### config.mk
export PLATFORM = sky130hd
export DESIGN_NAME = moe_topk_gate
export DESIGN_NICKNAME = d
export VERILOG_FILES = /design/src/rtl/moe_topk_gate.sv
export SDC_FILE = /design/constraint.sdc
export NUM_CORES = 1
export LEC_CHECK = 0
export BUFFER_PORTS_ARGS = -buffer_cell sky130_fd_sc_hd__buf_2
export CAP_MARGIN = 20
export CORE_MARGIN = 1
export CORE_UTILIZATION = 49
export CTS_CLUSTER_DIAMETER = 150
export CTS_CLUSTER_SIZE = 28
export DETAILED_ROUTE_END_ITERATION = 6
export PLACE_DENSITY = 0.84
export SETUP_SLACK_MARGIN = 0.15
export SYNTH_ARGS = -nofsm -noshare
export SYNTH_HDL_FRONTEND = slang
export SYNTH_SLANG_ARGS = --single-unit
### constraint.sdc
create_clock -name clk -period 5.3 [get_ports clk]
set_input_delay 0.265 -clock clk [delete_from_list [all_inputs] [get_ports clk]]
set_output_delay 0.265 -clock clk [all_outputs]
set_load 0.01 [all_outputs]
### src/rtl/moe_topk_gate.sv
// moe_topk_gate
//   Picks the two largest signed logits out of a NUM_LANES-wide vector,
//   honouring a per-lane expert enable mask. One lane is examined per
//   cycle, so a result is always ready NUM_LANES cycles after acceptance.
//
//   Handshake: a transfer happens on a rising edge where valid && ready.
//   in_ready is high only in IDLE. out_valid stays high, with every result
//   output stable, until out_ready is seen. Data offered while in_ready is
//   low is ignored and latches the sticky err_drop flag.
//
// Ports
//   clk, rst_n                  clock, synchronous active-low reset
//   in_valid/in_sum/in_mask     input vector (lane i at [i*LANE_W +: LANE_W])
//   in_ready                    block is idle and will accept a vector
//   out_valid/out_ready         result handshake
//   out_idx0/1, out_score0/1    best / second-best expert (0 when slot empty)
//   out_cnt                     number of filled result slots (0..2)
//   err_drop                    sticky: an input vector was dropped
//   dbg_state                   current FSM state (0 IDLE, 1 SCAN, 2 DONE)
module moe_topk_gate #(
   parameter int NUM_LANES = 16,
   parameter int LANE_W    = 16,
   parameter int IDX_W     = 4
) (
   input  logic                        clk,
   input  logic                        rst_n,
   input  logic                        in_valid,
   input  logic [NUM_LANES*LANE_W-1:0] in_sum,
   input  logic [NUM_LANES-1:0]        in_mask,
   output logic                        in_ready,
   output logic                        out_valid,
   input  logic                        out_ready,
   output logic [IDX_W-1:0]            out_idx0,
   output logic [IDX_W-1:0]            out_idx1,
   output logic [LANE_W-1:0]           out_score0,
   output logic [LANE_W-1:0]           out_score1,
   output logic [1:0]                  out_cnt,
   output logic                        err_drop,
   output logic [1:0]                  dbg_state
);

   typedef enum logic [1:0] {
      IDLE = 2'd0,
      SCAN = 2'd1,
      DONE = 2'd2
   } state_t;

   state_t                      state;
   logic [NUM_LANES*LANE_W-1:0] vec_q;
   logic [NUM_LANES-1:0]        mask_q;
   logic [IDX_W-1:0]            idx;
   logic                        s0_v, s1_v;
   logic [IDX_W-1:0]            s0_idx, s1_idx;
   logic [LANE_W-1:0]           s0_score, s1_score;
   logic                        err_q;

   // Lane currently under examination.
   logic [LANE_W-1:0] lane_v;
   logic              lane_en;

   always_comb begin
      lane_v  = '0;
      lane_en = 1'b0;
      for (int i = 0; i < NUM_LANES; i++) begin
         if (idx == IDX_W'(i)) begin
            lane_v  = vec_q[i*LANE_W +: LANE_W];
            lane_en = mask_q[i];
         end
      end
   end

   // Strict greater-than: an equal later lane never displaces an earlier one.
   logic beats_s0, beats_s1;
   assign beats_s0 = !s0_v || ($signed(lane_v) > $signed(s0_score));
   assign beats_s1 = !s1_v || ($signed(lane_v) > $signed(s1_score));

   always_ff @(posedge clk) begin
      if (!rst_n) begin
         state    <= IDLE;
         vec_q    <= '0;
         mask_q   <= '0;
         idx      <= '0;
         s0_v     <= 1'b0;
         s1_v     <= 1'b0;
         s0_idx   <= '0;
         s1_idx   <= '0;
         s0_score <= '0;
         s1_score <= '0;
         err_q    <= 1'b0;
      end else begin
         if (in_valid && state != IDLE) err_q <= 1'b1;
         case (state)
            IDLE: begin
               if (in_valid) begin
                  vec_q    <= in_sum;
                  mask_q   <= in_mask;
                  idx      <= '0;
                  s0_v     <= 1'b0;
                  s1_v     <= 1'b0;
                  s0_idx   <= '0;
                  s1_idx   <= '0;
                  s0_score <= '0;
                  s1_score <= '0;
                  state    <= SCAN;
               end
            end
            SCAN: begin
               // Masked lanes still consume their cycle to keep latency fixed.
               if (lane_en) begin
                  if (beats_s0) begin
                     s1_v     <= s0_v;
                     s1_idx   <= s0_idx;
                     s1_score <= s0_score;
                     s0_v     <= 1'b1;
                     s0_idx   <= idx;
                     s0_score <= lane_v;
                  end else if (beats_s1) begin
                     s1_v     <= 1'b1;
                     s1_idx   <= idx;
                     s1_score <= lane_v;
                  end
               end
               idx <= idx + 1'b1;
               if (idx == IDX_W'(NUM_LANES - 1)) state <= DONE;
            end
            DONE: begin
               if (out_ready) state <= IDLE;
            end
            default: state <= IDLE;
         endcase
      end
   end

   assign in_ready   = (state == IDLE);
   assign out_valid  = (state == DONE);
   assign out_idx0   = s0_v ? s0_idx : '0;
   assign out_idx1   = s1_v ? s1_idx : '0;
   assign out_score0 = s0_v ? s0_score : '0;
   assign out_score1 = s1_v ? s1_score : '0;
   assign out_cnt    = {1'b0, s0_v} + {1'b0, s1_v};
   assign err_drop   = err_q;
   assign dbg_state  = state;

endmodule

# Yosys cells after proc, flatten, opt, wreduce, memory -nomap -nowiden
# Index checks and enable logic that the tools add are counted.
[word_totals]
regBits = 321
[op_classes]
n_addsub = 2
magnitude_cmp = 2
n_eq_ne = 23
mux = 65
n_reduce_logical = 14
[op_table]
columns = ["op", "n"]
rows = [
  ["$mux 16", 24],
  ["$pmux 16 s2", 2],
  ["$eq 4x4->1 const B", 8],
  ["$gt 16x16->1", 2],
  ["$mux 4", 8],
  ["$pmux 4 s2", 3],
  ["$mux 1", 22],
  ["$eq 4x3->1 const B", 4],
  ["$eq 4x2->1 const B", 2],
  ["$ne 2x2->1 const B", 4],
  ["$reduce_and 4->1", 2],
  ["$mux 2", 3],
  ["$pmux 2 s3", 1],
  ["$add 4x1->4 const B", 1],
  ["$eq 4x1->1 const B", 1],
  ["$logic_not 4->1", 1],
  ["$pmux 1 s2", 2],
  ["$reduce_and 2->1", 2],
  ["$reduce_bool 2->1", 2],
  ["$ne 3x3->1 const B", 1],
  ["$reduce_and 3->1", 1],
  ["$add 1x1->2", 1],
  ["$eq 2x1->1 const B", 1],
  ["$eq 2x2->1 const B", 1],
  ["5 further kinds", 7],
]

# Logic depth before layout (Yosys ltp)
# Gate-level depths: netlist (run 1).
[depth]
ltp_word = 23
mapped_depth = 21

# Worst setup path before layout (run 1)
# OpenSTA, ideal clock, no wires.
[synth_path]
path_type = "register to register"
startpoint = "reg idx[0]"
endpoint = "reg s1_idx[0]"
setup_ps = 72
arrival_ps = 4067
required_time_ps = 5228
path_slack_ps = 1161
stages_incl_launch_ff = 19
period_less_slack_ps = 4139
path_cell_list = "dfxtp_1 inv_1 ha_1 and3b_1 clkbuf_1 buf_2 a221o_1 o211ai_1 o211ai_1 a221o_1 ha_1 a22oi_1 nand2_1 o32ai_1 o211ai_1 o311ai_2 buf_2 mux2_2 mux2i_1"
[synth_via]
elab_chain_len = 22
elab_cells_between_ends = 59
classes_between = "order compare: 2; eq/ne: 17; mux: 36; reduce/logical: 4"
[synth_lines]
columns = ["item", "line_no", "source"]
rows = [
  ["from (decl)", "51", "logic [IDX_W-1:0] idx;"],
  ["from (signal assigned)", "123", "idx <= idx + 1'b1;"],
  ["$logic_not 4->1", "65", "if (idx == IDX_W'(i)) begin"],
  ["$mux 16 (16 in a row)", "65", ""],
  ["$gt 16x16->1", "74", "assign beats_s0 = !s0_v || ($signed(lane_v) > $signed(s0_score));"],
  ["$logic_or 1x1->1", "74", ""],
  ["$mux 4", "110", "if (beats_s0) begin"],
  ["$mux 4", "109", "if (lane_en) begin"],
  ["$pmux 4 s2", "92", "case (state)"],
  ["to (signal assigned)", "112", "s1_idx <= s0_idx;"],
  ["to (signal assigned)", "119", "s1_idx <= idx;"],
  ["to (decl)", "53", "logic [IDX_W-1:0] s0_idx, s1_idx;"],
]
# Parallel ways exist; a longest one is shown, timed or not. The select of a mux whose other input is x is not followed.
# A chain may end at the register's enable or synchronous reset.

# Worst setup path after layout (run 1)
[layout_path]
startpoint = "reg idx[0]"
endpoint = "reg s1_score[2]"
[layout_via]
elab_chain_len = 22
elab_cells_between_ends = 59
classes_between = "order compare: 2; eq/ne: 17; mux: 36; reduce/logical: 4"
[layout_lines]
columns = ["item", "line_no", "source"]
rows = [
  ["$logic_not 4->1", "65", ""],
  ["$mux 16 (16 in a row)", "65", ""],
  ["$gt 16x16->1", "74", ""],
  ["$logic_or 1x1->1", "74", ""],
  ["$mux 16", "110", ""],
  ["$mux 16", "109", ""],
  ["$pmux 16 s2", "92", ""],
  ["to (signal assigned)", "113", "s1_score <= s0_score;"],
  ["to (signal assigned)", "120", "s1_score <= lane_v;"],
  ["to (decl)", "54", "logic [LANE_W-1:0] s0_score, s1_score;"],
]
# Parallel ways exist; a longest one is shown, timed or not. The select of a mux whose other input is x is not followed.

==> run metrics, run 1 <==
status finished with violations; failing checks hold timing; row count 65; Skew-Pair Late Insertion Delay 0.52 ns; Critical Path AT 5.35 ns; Mean Syn Cell Area approximately 8 um^2; CP most frequent cell inv_1; CTS tree yes; initial antenna violation count 0; number of antenna repair diodes 0; WP buf/inv 3; Max VDD drop 181 uV; synthesized instance count 1978; Synth Register Bits 321; layout cells sized above 1 19.3%; Worst setup startpoint idx[0]; Setup crit end s1_score[2]; Max stage delay on crit path 0.51 ns; vias in the first global route 14356; cts bufs inserted 15; R2R Path Start idx[0]; hpwl dp 38.4 mm; Reg2Reg Setup Slack around 0.35 ns; GRT Total Usage roughly 30%; Post-synth EDFFs 0; final setup violation count 0; ranking of synthesized cells by area dfxtp_1, nand2_1, a21boi_0; Slew @ Worst Pin 1.08 ns; Yosys cell types 62; Die Area 0.0327 mm^2; most common cell in the netlist nand2_1; Final Slew Violations 0; Final Cycle Share 93.4%; cell taking the most area after synthesis dfxtp_1; Setup crit start kind register; YS warnings 0; Starting DRT DRC Count 1549; wire per inst 19.6 um; chip height between 150 and 200 um; GR Overflow Total 0; highest clock rate 202 MHz; family with the most delay on the worst path compound AO/OA/AOI/OAI gates; Worst Path Required about 5.7 ns; P_leak 7.28 nW; die width 181 um; WS Path Type reg2reg; FF-to-FF End s1_score[2]; crit end category register; Port Buffer Count roughly 320; Mapped Nets between 2000 and 2500; Total Wirelength ~50 mm; cell count along the critical path 16; post-synth top area share about two fifths; antenna viol nets, final 0; Setup Skew ~0.032 ns; Seq/Total Area, Yosys 41.0%; Final Hold Slack -0.00346 ns; ys async rst share 0%; worst reg-to-reg path cell count 16; Routability Congestion slightly above 1; Area Overhead vs Synth 16.2%; core area 0.0316 mm^2; relative slew slack between 20% and 30%; Root Driver clkbuf_16; CP max stage cell o32ai_1; RSZ-0062 raised after global routing false; largest net degree at the start of global routing 191; Hold Startpoint in_sum[255]; Fillers roughly 2900; final hold violations 2; via/cell ratio a little under 6; Crit Path Max Fanout 15; DRC viols 0; Synth Flop Type dfxtp_1; Max Cap Violations 0; Nets 2531; Initial DRT Pass Iterations 6; Post-Syn Area 0.0157 mm^2; Worst-path clk slew 0.12 ns; hold crit path type in2reg; min Tclk post-route ~5.0 ns; commonest cells in the netlist nand2_1, dfxtp_1, a21boi_0; Max clock buf depth 3; global-route wire length before repair around 79 mm; PD cells 263 mW/mm^2; area post-placement 0.0174 mm^2; Final Util 57.8%; crit-path cells inv_1 > ha_2 > nor2b_2 > a221oi_1 > nor2_1 > o32ai_1 > a21oi_1 > ha_1 > nand4_1 > nor3_1 > o221ai_1 > a222oi_1 > inv_1 > a41oi_4 > buf_4 > o22ai_1; Total Negative Setup Slacks 0 ns; via count 15357; Initial Util 49.7%; I/O pins 323; H-tree depth 1; post-layout instance area between 0.015 and 0.02 mm^2; sink count of the clock tree 321
through the flow:
| stage | setup slack (ns) | power, mW | std cells |
|---|---|---|---|
| floorplan | 1.16 | 3.16 | 1978 |
| global placement | 0.406 | 3.46 | 2570 |
| detailed placement | 0.197 | 3.49 | 2570 |
| CTS | 0.269 | 4.76 | 2612 |
| global route | 0.120 | 4.97 | 2619 |
| finish | 0.348 | 4.79 | 2619 |
per-layer routing:
metal	vias up	track usage (%)	part of all wire, %
met5	-	0	0
met4	0	14.4	4.8
met3	134	5.54	9.6
met2	802	46.5	43
met1	7176	41.3	42
li1	7245	-	-
final cells by class:
cell class	count	area, um^2	area share [%]
well taps	402	503	2.76
inverters	51	191	1.05
clock inverters	1	16.3	0.0892
clock buffers	15	375	2.06
multi-input cells	1439	8460	46.4
repair buffers	390	2260	12.4
flip-flops and latches	321	6430	35.2
what timing repair did:
item                                   in CTS  in global routing
gates resized for setup                     1                  9
hold buffers                               26                  1
pin swaps                                   0                  1
setup endpoints to repair                   2                 38
buffers inserted                            0                  4
endpoints found under the hold margin      26                  1
power by group:
part	internal (mW)	switching, mW	leakage [nW]	total, mW
registers	2.54	0.0971	2.63	2.64
clock network	0.523	0.780	0.192	1.30
logic	0.348	0.497	4.46	0.845
total	3.41	1.37	7.28	4.79
worst register-to-register path, stage by stage (launching register included):
cell and delay [ns]:
dfxtp_1 0.47, inv_1 0.11, ha_2 0.29, nor2b_2 0.28
a221oi_1 0.44, nor2_1 0.11, o32ai_1 0.51, a21oi_1 0.29
ha_1 0.37, nand4_1 0.11, nor3_1 0.29, o221ai_1 0.17
a222oi_1 0.41, inv_1 0.17, a41oi_4 0.40, buf_4 0.31
o22ai_1 0.10
state kept, by name, summed over array words and instances, names as in the netlist:
| register | count |
|---|---|
| err_drop | 1 |
| vec_q | 256 |
| dbg_state | 2 |
| idx | 4 |
| mask_q | 16 |
| s1_v | 1 |
| s1_score | 16 |
| s0_v | 1 |
| s0_score | 16 |
| s1_idx | 4 |
| s0_idx | 4 |
cell usage in the layout (no fill, tap or decap), types with 26 or more instances in the layout:
cell,netlist,final
nand2_1,624,623
a221oi_1,30,29
a21oi_1,66,65
and2_1,26,26
o211ai_1,27,27
o21ai_0,56,56
dfxtp_1,321,321
buf_4,0,37
ha_1,37,34
a21boi_0,274,274
inv_1,50,50
dlygate4sd3_1,0,27
nor2_1,44,42
buf_2,34,321
mux2i_1,27,27
worst min path at each step:
stage                  to  cells past startpoint
5_1_grt        vec_q[173]                      3
6_report       vec_q[255]                      3
2_1_floorplan   mask_q[0]                      2
3_3_place_gp     err_drop                      1
4_1_cts        vec_q[255]                      3
3_5_place_dp    s1_idx[0]                      2
kinds of logic after synthesis:
family	after synthesis	synth area share, %
AO/OA/AOI/OAI	585	27.5
XOR/XNOR	1	0.0558
adder cells (fa/ha/maj)	37	2.95
buffers and inverters	218	5.58
flip-flops	321	41.0
multiplexers	31	2.01
AND/OR/NAND/NOR	785	20.9
(Power assumes the default switching activity.)
==> run 2, diff against run 1 <==
--- a/config.mk
+++ b/config.mk
@@ -5,7 +5,7 @@
 export SDC_FILE = /design/constraint.sdc
 export NUM_CORES = 1
 export LEC_CHECK = 0
-export BUFFER_PORTS_ARGS = -buffer_cell sky130_fd_sc_hd__buf_2
+export BUFFER_PORTS_ARGS = -buffer_cell sky130_fd_sc_hd__buf_4
 export CAP_MARGIN = 20
 export CORE_MARGIN = 1
 export CORE_UTILIZATION = 49
==> run 2 against run 1 <==
Compared with the run above:
- the run now ends clean
- sequential cell count unchanged
- global-route usage increased by 0.25 points
- clock skew fell by 0.014 ns
- sequential share of layout area shrank 0.95 points
- count of clock-buffer cells in the layout unchanged
- final cell count down 1.3%
- sequential power barely moved
- highest routed layer is now met5
==> run metrics, run 2 (synthesis gave the netlist of run 1 again) <==
P_leak between 7 and 8 nW; Final Slew Violations 0; Crit Path Max Fanout 16; final setup violation count 0; Initial Util 49.7%; most frequent standard cell in the layout excluding fill and tap cells nand2_1; chip height 181 um; Largest register FFs between 200 and 300; largest reg by FF count vec_q; final setup margin 0.0440 ns; R2R Path Start idx[1]; DR top layer met5; initial antenna violation count 1; Met3 Wirelength ~4.4 mm; die width 181 um; relative slew slack a little under a third; commonest non-fill, non-tap cells in the layout nand2_1, buf_4, dfxtp_1; status completed; Port Buffer Count 322; Metal-1 WL 22.8 mm; Hold Startpoint in_sum[44]; GR Overflow Total 0; Final Util 59.4%; Worst-path clk slew around 0.12 ns; Initial DRT Pass Iterations 6; global-route wire length before repair 79.4 mm; layout cells sized above 1 around a fifth; Final Cycle Share about 99%; Max Cap Violations 0; Setup WS pre-CTS 0.113 ns; largest net degree at the start of global routing 215; wire per inst 20.2 um; via count around 15000; Critical Path AT 5.70 ns; sink count of the clock tree 321; hold crit path type in2reg; DRC viols 0; Slew @ Worst Pin 1.03 ns; Routability Congestion 0.937; Worst Path Required between 5 and 6 ns; worst reg-to-reg path cell count 17; Max VDD drop 189 uV; vias in the first global route 14221; cts bufs inserted 15; hold path depth 3; number of antenna repair diodes 0; Total Wirelength 52.3 mm; Total Negative Setup Slacks 0 ns; Die Area 0.0327 mm^2; Skew-Pair Late Insertion Delay 0.51 ns; PD cells about 260 mW/mm^2; met2 routed WL 22.7 mm; row count 65; FF-to-FF End s0_score[4]; Area Overhead vs Synth 19.5%; H-tree depth 1; Nets approximately 2500; Setup Skew 0.0181 ns; crit end category register; Root Driver clkbuf_16; via/cell ratio roughly 6.0; final hold violations 0; CTS tree yes; Max clock buf depth 3; WS Path Type reg2reg; core area around 0.032 mm^2; highest clock rate 190 MHz; Reg2Reg Setup Slack 0.04 ns; RSZ-0062 raised after global routing false; hpwl dp 39.1 mm; antenna viol nets, final 0; Worst Hold End vec_q[44]; Setup crit start kind register; min Tclk post-route between 5 and 6 ns; GRT Total Usage 30.6%; I/O pins roughly 320; Starting DRT DRC Count 1623
==> run 2: worst max path at each step <==
stage                      start          end  slack (ns)  depth (start not counted)
after floorplan           idx[0]    s1_idx[0]        1.16                         18
after global placement    idx[2]  s1_score[5]        0.33                         16
after detailed placement  idx[2]  s0_score[0]        0.11                         16
after CTS                 idx[1]  s0_score[0]        0.15                         17
after global routing      idx[0]  s0_score[4]       0.009                         15
final                     idx[1]  s0_score[4]        0.04                         17
==> run 2: what timing repair did <==
item / 4_1_cts / 5_1_grt
pin swaps: 0 / 1
setup buffers: 0 / 5
gates resized for setup: 2 / 13
hold buffers: 1 / 0
endpoints found under the setup margin: 32 / 40
hold endpoints to repair: 1 / 0
cloned: 0 / 0
==> run 2: final cells by class <==
type	count	area [um^2]
tap	402	503
sequential	321	6430
timing repair buffer	357	2740
inverter	51	191
clock inverter	1	16.3
clock buffer	15	375
fill	2820	12800
multi-input combinational	1439	8490
==> run 2: metrics by stage <==
| step | cell area, um^2 | instances | power, mW | hold slack (ns) |
|---|---|---|---|---|
| 2_1_floorplan | 15700 | 1978 | 3.16 | 0.410 |
| 3_3_place_gp | 18200 | 2563 | 3.53 | 0.448 |
| 3_5_place_dp | 18200 | 2563 | 3.55 | 0.447 |
| 4_1_cts | 18600 | 2580 | 4.80 | 0.00543 |
| 5_1_grt | 18700 | 2586 | 5.00 | 0.0123 |
| 6_report | 18700 | 2586 | 4.83 | 0.00412 |
==> run 2: power by group <==
part / leakage [nW] / switching, mW / total [mW] / internal, mW
Combinational: 4.55 / 0.497 / 0.890 / 0.393
Clock: 0.192 / 0.775 / 1.30 / 0.523
Sequential: 2.63 / 0.101 / 2.64 / 2.54
==> run 2: layer usage <==
layer,vias up,track usage [%]
li1,7195,-
met4,2,13.2
met2,796,46.6
met1,7295,43.4
met3,138,4.01
met5,-,0
==> run 2: worst max-delay path, cell delays in order, from the launching register on <==
cell and delay (ns):
dfxtp_1 0.47, inv_1 0.10, ha_2 0.28, nand3_1 0.13
buf_4 0.24, nand2_1 0.33, a221oi_1 0.63, and3_1 0.31
a21oi_1 0.17, ha_1 0.38, o21ai_0 0.09, a211oi_1 0.30
o32ai_2 0.17, o211ai_1 0.16, o311ai_4 0.23, buf_4 0.28
a2111oi_0 0.70, a31o_1 0.20
